[src/rtl/trap_sequencer.sv]
// trap_sequencer: arbitrates synchronous exceptions, interrupts and CSR/MRET
// instructions onto one CSR-unit port and returns completion/redirect responses.
module trap_sequencer #(
  parameter int MIN_GAP = 2
) (
  input  logic        clk,
  input  logic        reset_n,
  input  logic        exc_req,
  input  logic [3:0]  exc_code,
  input  logic        instr_req,
  input  logic [2:0]  instr_op,
  input  logic [11:0] instr_addr,
  input  logic [31:0] instr_wdata,
  input  logic [31:0] pc,
  input  logic        at_boundary,
  output logic        req_ack,
  output logic        csr_available,
  output logic [2:0]  csr_op,
  output logic [11:0] csr_addr,
  output logic [31:0] csr_wdata,
  input  logic        csr_busy,
  input  logic        csr_fault,
  input  logic [31:0] csr_read_value,
  input  logic        ext_int_pending,
  input  logic        sw_int_pending,
  output logic        resp_valid,
  output logic [31:0] resp_rdata,
  output logic        resp_redirect
);

  localparam int          GW         = $clog2(MIN_GAP);
  localparam logic [2:0]  OP_TRAP    = 3'b000;
  localparam logic [11:0] ADDR_EXT   = 12'h01B;
  localparam logic [11:0] ADDR_SW    = 12'h013;
  localparam logic [11:0] ADDR_ILLEG = 12'h002;

  typedef enum logic [1:0] {IDLE = 2'd0, RUN = 2'd1, GAP = 2'd2} state_t;

  state_t        state_r, state_s;
  logic [GW-1:0] gap_cnt_r, gap_cnt_s;
  logic          busy_prev_r;
  logic          is_instr_r, is_instr_s;
  logic          retrap_r, retrap_s;
  logic [31:0]   pc_r, pc_s;
  logic          avail_r, avail_s;
  logic [2:0]    op_r, op_s;
  logic [11:0]   addr_r, addr_s;
  logic [31:0]   wdata_r, wdata_s;
  logic          resp_valid_r, resp_valid_s;
  logic [31:0]   rdata_r, rdata_s;
  logic          redirect_r, redirect_s;
  logic          ack_s;
  logic          done_s;

  assign done_s = busy_prev_r & ~csr_busy;

  // Next-state, arbitration and response generation
  always_comb begin
    state_s      = state_r;
    gap_cnt_s    = gap_cnt_r;
    is_instr_s   = is_instr_r;
    retrap_s     = retrap_r;
    pc_s         = pc_r;
    avail_s      = avail_r;
    op_s         = op_r;
    addr_s       = addr_r;
    wdata_s      = wdata_r;
    resp_valid_s = 1'b0;
    rdata_s      = rdata_r;
    redirect_s   = redirect_r;
    ack_s        = 1'b0;
    case (state_r)
      IDLE: begin
        if (exc_req) begin
          ack_s      = 1'b1;
          state_s    = RUN;
          avail_s    = 1'b1;
          op_s       = OP_TRAP;
          addr_s     = {8'h00, exc_code};
          wdata_s    = pc;
          is_instr_s = 1'b0;
        end else if (ext_int_pending && at_boundary) begin
          state_s    = RUN;
          avail_s    = 1'b1;
          op_s       = OP_TRAP;
          addr_s     = ADDR_EXT;
          wdata_s    = pc;
          is_instr_s = 1'b0;
        end else if (sw_int_pending && at_boundary) begin
          state_s    = RUN;
          avail_s    = 1'b1;
          op_s       = OP_TRAP;
          addr_s     = ADDR_SW;
          wdata_s    = pc;
          is_instr_s = 1'b0;
        end else if (instr_req) begin
          ack_s      = 1'b1;
          state_s    = RUN;
          avail_s    = 1'b1;
          op_s       = instr_op;
          addr_s     = instr_addr;
          wdata_s    = instr_wdata;
          pc_s       = pc;
          is_instr_s = 1'b1;
        end else begin
          state_s = IDLE;
        end
      end
      RUN: begin
        if (done_s) begin
          state_s   = GAP;
          gap_cnt_s = '0;
          avail_s   = 1'b0;
          if (csr_fault) begin
            // a faulting instruction owes the core an illegal-instruction trap
            retrap_s = is_instr_r;
          end else begin
            resp_valid_s = 1'b1;
            rdata_s      = csr_read_value;
            redirect_s   = (op_r[2:1] == 2'b00);
          end
        end else begin
          state_s = RUN;
        end
      end
      GAP: begin
        if (gap_cnt_r == GW'(MIN_GAP - 1)) begin
          if (retrap_r) begin
            state_s    = RUN;
            avail_s    = 1'b1;
            op_s       = OP_TRAP;
            addr_s     = ADDR_ILLEG;
            wdata_s    = pc_r;
            is_instr_s = 1'b0;
            retrap_s   = 1'b0;
          end else begin
            state_s = IDLE;
          end
        end else begin
          gap_cnt_s = gap_cnt_r + GW'(1);
        end
      end
      default: begin
        state_s = IDLE;
        avail_s = 1'b0;
      end
    endcase
  end

  // State and output registers with synchronous active-low reset
  always_ff @(posedge clk) begin
    if (!reset_n) begin
      state_r      <= IDLE;
      gap_cnt_r    <= '0;
      busy_prev_r  <= 1'b0;
      is_instr_r   <= 1'b0;
      retrap_r     <= 1'b0;
      pc_r         <= 32'h0000_0000;
      avail_r      <= 1'b0;
      op_r         <= 3'b000;
      addr_r       <= 12'h000;
      wdata_r      <= 32'h0000_0000;
      resp_valid_r <= 1'b0;
      rdata_r      <= 32'h0000_0000;
      redirect_r   <= 1'b0;
    end else begin
      state_r      <= state_s;
      gap_cnt_r    <= gap_cnt_s;
      busy_prev_r  <= csr_busy;
      is_instr_r   <= is_instr_s;
      retrap_r     <= retrap_s;
      pc_r         <= pc_s;
      avail_r      <= avail_s;
      op_r         <= op_s;
      addr_r       <= addr_s;
      wdata_r      <= wdata_s;
      resp_valid_r <= resp_valid_s;
      rdata_r      <= rdata_s;
      redirect_r   <= redirect_s;
    end
  end

  assign req_ack       = ack_s & reset_n;
  assign csr_available = avail_r;
  assign csr_op        = op_r;
  assign csr_addr      = addr_r;
  assign csr_wdata     = wdata_r;
  assign resp_valid    = resp_valid_r;
  assign resp_rdata    = rdata_r;
  assign resp_redirect = redirect_r;

endmodule

[config.mk]
export PLATFORM = sky130hd
export DESIGN_NAME = trap_sequencer
export DESIGN_NICKNAME = d
export VERILOG_FILES = /design/src/rtl/trap_sequencer.sv
export SDC_FILE = /design/constraint.sdc
export NUM_CORES = 1
export LEC_CHECK = 0
export BUFFER_PORTS_ARGS = -buffer_cell sky130_fd_sc_hd__buf_2
export CAP_MARGIN = 30
export CORE_MARGIN = 5
export CORE_UTILIZATION = 33
export DETAILED_ROUTE_END_ITERATION = 6
export HOLD_SLACK_MARGIN = 0.02
export PLACE_DENSITY = 0.62
export SYNTH_ARGS = -nofsm -noshare
export SYNTH_HDL_FRONTEND = slang
export SYNTH_SLANG_ARGS = --single-unit
[constraint.sdc]
create_clock -name clk -period 1.95 [get_ports clk]
set_input_delay 0.39 -clock clk [delete_from_list [all_inputs] [get_ports clk]]
set_output_delay 0.39 -clock clk [all_outputs]
set_load 0.02 [all_outputs]
Word-level counts from Yosys, hierarchy flattened
Index checks and enable logic that the tools add are counted.
{ "classes": {"n_addsub": 1, "n_mul": 0, "div": 0, "magnitude_cmp": 0, "n_eq_ne": 7, "shifts": 0, "muxes": 55, "bitwise_logic": 7, "n_reduce_logical": 13} }
{ "ops": {"columns": ["cell", "n"], "rows": [
  ["two-way mux 32 bit", 6],
  ["two-way mux 12 bit", 6],
  ["case mux 32 bit (2 select lines)", 1],
  ["two-way mux 1 bit", 27],
  ["case mux 12 bit (2 select lines)", 1],
  ["two-way mux 3 bit", 6],
  ["AND reduction 4 bit", 3],
  ["!= test 2 bit (second input constant)", 4],
  ["case mux 1 bit (2 select lines)", 3],
  ["case mux 2 bit (3 select lines)", 1],
  ["case mux 3 bit (2 select lines)", 1],
  ["AND reduction 3 bit", 2],
  ["!= test 5 bit (second input constant)", 1],
  ["inverter 1 bit", 5],
  ["AND reduction 5 bit", 1],
  ["logical NOT 2 bit", 2],
  ["two-way mux 2 bit", 2],
  ["nonzero test 2 bit", 2],
  ["case mux 1 bit (3 select lines)", 1],
  ["AND 1 bit", 2],
  ["== test 2 x 1 -> 1 bit (second input constant)", 1],
  ["== test 2 bit (second input constant)", 1],
  ["logical AND 1 bit", 2],
  ["AND reduction 2 bit", 1],
  ["adder 1 bit (second input constant)", 1]
]} }
{ "word_totals": {"ff_bits": 120, "latch_bits": 0, "mem_bits_rw": 0, "mem_bits_ro": 0, "input_bits": 124, "out_inout_bits": 83, "word_cells": 96, "memories": 0} }

Depth between registers and ports, before layout
{ "logic_depth": {"ltp_word": 6, "ltp_mapped": 7, "mapped_depth_nobuf": 4} }

Least setup slack after synthesis
OpenSTA, ideal clock, no wires.
{ "synth_timing": {"kind": "in2out", "from": "input port sw_int_pending", "to": "output port req_ack", "t_arrival_ns": 1.352, "required_ns": 1.560, "path_slack_ns": 0.208, "cell_stages": 4, "n_path_buf": 1, "cell_sequence": "o21ai_2 > clkbuf_1 > a21oi_1 > nor2_1"} }
{ "synth_via": {"elab_chain_len": 6} }
{ "synth_lines": {"columns": ["element", "line", "rtl"], "rows": [
  ["start: declaration", "25", "input logic sw_int_pending,"],
  ["logical AND 1 bit", "89", "end else if (sw_int_pending && at_boundary) begin"],
  ["two-way mux 1 bit", "89", null],
  ["two-way mux 1 bit", "82", "end else if (ext_int_pending && at_boundary) begin"],
  ["two-way mux 1 bit", "74", "if (exc_req) begin"],
  ["two-way mux 1 bit", "72", "case (state_r)"],
  ["AND 1 bit", "183", "assign req_ack = ack_s & reset_n;"],
  ["end: declaration", "16", "output logic req_ack,"]
]} }
Every way passes these cells.

Final worst setup path
{ "layout_timing": {"from": "register state_r[1]", "to": "output port req_ack"} }
{ "layout_via": {"elab_chain_len": 3} }
{ "layout_lines": {"columns": ["element", "line", "rtl"], "rows": [
  ["start: declaration", "39", "state_t state_r, state_s;"],
  ["start signal: assignment", "167", "state_r <= state_s;"],
  ["logical NOT 2 bit", "72", null],
  ["two-way mux 1 bit", "72", null],
  ["AND 1 bit", "183", null]
]} }
Every way passes these cells.

==> flow_summary.toml <==
[status]
outcome = "complete, no violations"

[timing]
slew_violations = 0
fin_crit_ns = 1.81
timing.final.crit_share_pct = 93.0
worst_pin_slew_ns = 0.469
hold_viol = 0
clock.fmax_mhz = 552
clock_skew_ns = 0.00797
tns_ns = 0
slew_headroom_pct = 68.7
rsz0062_at_grt = "no"
setup_viol = 0

[floorplanning]
core_sq_um = 15000
fp-row-count = 45
die_x_microns = 133
dieHeight_microns = 133
start_util_pct = 33.4
die-area_sq_um = 17800
ios = 207

[critical_path]
path_class = "reg2out"
crit_arrival_ns = 1.42
cp_max_fo = 7
end_kind = "output pin"
critPathRequiredTime_ns = 1.56
startpoint_type = "flop"
reg2reg_depth = 6
startpoint = "state_r[1]"
timing.rr.start = "state_r[0]"

[routing]
vias_per_cell = 5.03
drtPass1Iterations = 4
met3WireLength_mm = 1.07
drtIter0Drc = 234
wl_met1_mm = 6.91
postRouteAntennaNets = 0
wirelength_mm = 16.2
wl_per_cell_microns = 16.1
route.top_layer_used = "met4"
dr_total_vias = 5082
drc_errors = 0
wl_met2_mm = 7.96

[synth]
syn_area_sq_um = 5020
synth.net_count = 745
yosysSeqAreaShare_pct = 47.9
synth_edf_count = 0
syn_area_per_cell_sq_um = 8.08
synth.distinct_cells = 39
synthCells = 621
ys_ff_latch = 120
async_flop_share_pct = 0
yosysTopAreaCell = "dfxtp_1"
synthTopCellsByCount = "nand2_1 (136), dfxtp_1 (120), a21oi_1 (74)"
yosysMostFrequentCell = "nand2_1"
yosysWarnings = 0
netlist.area_leader.share_pct = 47.9
ys.flop_type = "dfxtp_1"
yosys-top-cells-area = "dfxtp_1 (48%), nand2_1 (10%), a21oi_1 (7.4%)"

[job]
cap_violations = 0

[power_and_ir_drop]
ir_worst_vdd_mv = 0.553
leakagePower_nw = 2.93
p_per_area_nw_per_um2 = 1000

[clocking]
clk_path_buf_depth = 2
cts.sinks = 120
postCtsHoldBufs = 0
clk-insertion-delay-late_ns = 0.41
cts_tree = "yes"
cts.clk_slew.worst_paths_ns = 0.05
clockRootBuffer = "clkbuf_16"
cts_made_buffers = 17
cts_setup_buffers = 0
cts.htree.levels = 4

[final_layout]
syn_to_final_growth_pct = 39.3
layout-drive-gt1-share_pct = 33.3
diodes = 0
final_nets = 933
fin_cells = 1010

[grt]
grt_pass1_wl_mm = 25.6
grt_pass1_vias = 4791
grt.overflow.total = 0
antenna_found_initial = 0
grt_max_degree = 48
track_usage_pct = 17.9

[min_path]
worstHoldPathCells = 2
hp-start = "csr_busy"
hp-class = "in2reg"

[placement]
dp_cells = 978
io_buffers = 206
finalWeightedCongestion = 0.795
place_hpwl_mm = 11.2
[layer usage]
layer  global-route usage (%)  up-vias
met5                        0        -
met4                     6.86        0
met3                     4.65       17
met2                     29.9      149
met1                     22.4     2352
li1                         -     2564
[layout make-up]
| type | count | area (sq um) |
|---|---|---|
| clock buffers | 19 | 453 |
| clock inverters | 13 | 200 |
| fillers | 1502 | 8050 |
| inverters | 3 | 11.3 |
| multi-input cells | 436 | 2330 |
| flip-flops and latches | 120 | 2400 |
| well taps | 188 | 235 |
| repair buffers | 231 | 1360 |
[flip-flops by register name, indices dropped and copies added (netlist names)]
signal and cells:
retrap_r 1, gap_cnt_r 1, busy_prev_r 1, pc_r 32
csr_addr 12, is_instr_r 1, resp_valid 1, resp_rdata 32
csr_op 3, csr_wdata 32, csr_available 1, state_r 2
resp_redirect 1
[worst max-delay path, cell delays in order, from the launching register on]
cell	delay, ns
dfxtp_2	0.35
buf_4	0.16
nor2_4	0.12
nand2_1	0.09
nor2_1	0.11
buf_2	0.17
[through the flow]
step / instance area [sq um] / hold WS, ns / total power [mW] / utilization, % / setup WS, ns
after floorplan: 5020 / 0.431 / 3.22 / - / 0.208
after global placement: 6330 / 0.436 / 3.63 / 42.1 / 0.225
after detailed placement: 6330 / 0.440 / 3.64 / 42.1 / 0.188
after CTS: 6980 / 0.186 / 7.09 / 46.4 / 0.0123
after global routing: 6990 / 0.195 / 7.30 / 46.5 / 0.0180
final: 6990 / 0.203 / 7.01 / 46.5 / 0.137
[path summary, 6_finish.rpt]
check                           slack [ns]            end
worst max-delay path                  0.14        req_ack
worst min-delay path                  0.20    busy_prev_r
worst max register to register        0.37  csr_wdata[14]
worst min register to register        0.44  resp_redirect
[placed cells by master (no fill, tap or decap), types with 2 or more instances in the layout]
cell type,count
buf_2,206
nand2_1,136
dfxtp_1,119
a21oi_1,74
nand3_1,37
a21boi_0,32
a31oi_1,31
o211ai_1,31
o21ai_1,21
nor2_1,20
clkbuf_16,17
o21ai_0,15
buf_4,14
buf_12,11
a22oi_1,10
bufinv_16,5
nand2b_1,4
clkinv_2,4
clkinvlp_4,4
inv_1,2
nor2b_2,2
and2_1,2
clkbuf_8,2
[report_power, final]
part	internal (mW)	leakage [nW]	switching, mW	total [mW]
sequential	2.58	0.978	0.0686	2.65
clock	2.32	0.311	1.10	3.42
combinational	0.371	1.64	0.568	0.938
[kinds of logic (layout without fill, tap and decap cells)]
| group | after synthesis | in the layout | synth area share [%] |
|---|---|---|---|
| mux | 1 | 1 | 0.200 |
| buf+inv | 65 | 266 | 6.16 |
| simple gates | 209 | 209 | 17.6 |
| flops | 120 | 120 | 47.9 |
| compound gates | 226 | 226 | 28.2 |
[repair_timing]
| item | 4_1_cts | 5_1_grt |
|---|---|---|
| gates resized for setup | 1 | 2 |
| hold endpoints to repair | 0 | 0 |
| endpoints found under the setup margin | 1 | 1 |
Power figures use the tool's default switching activity.
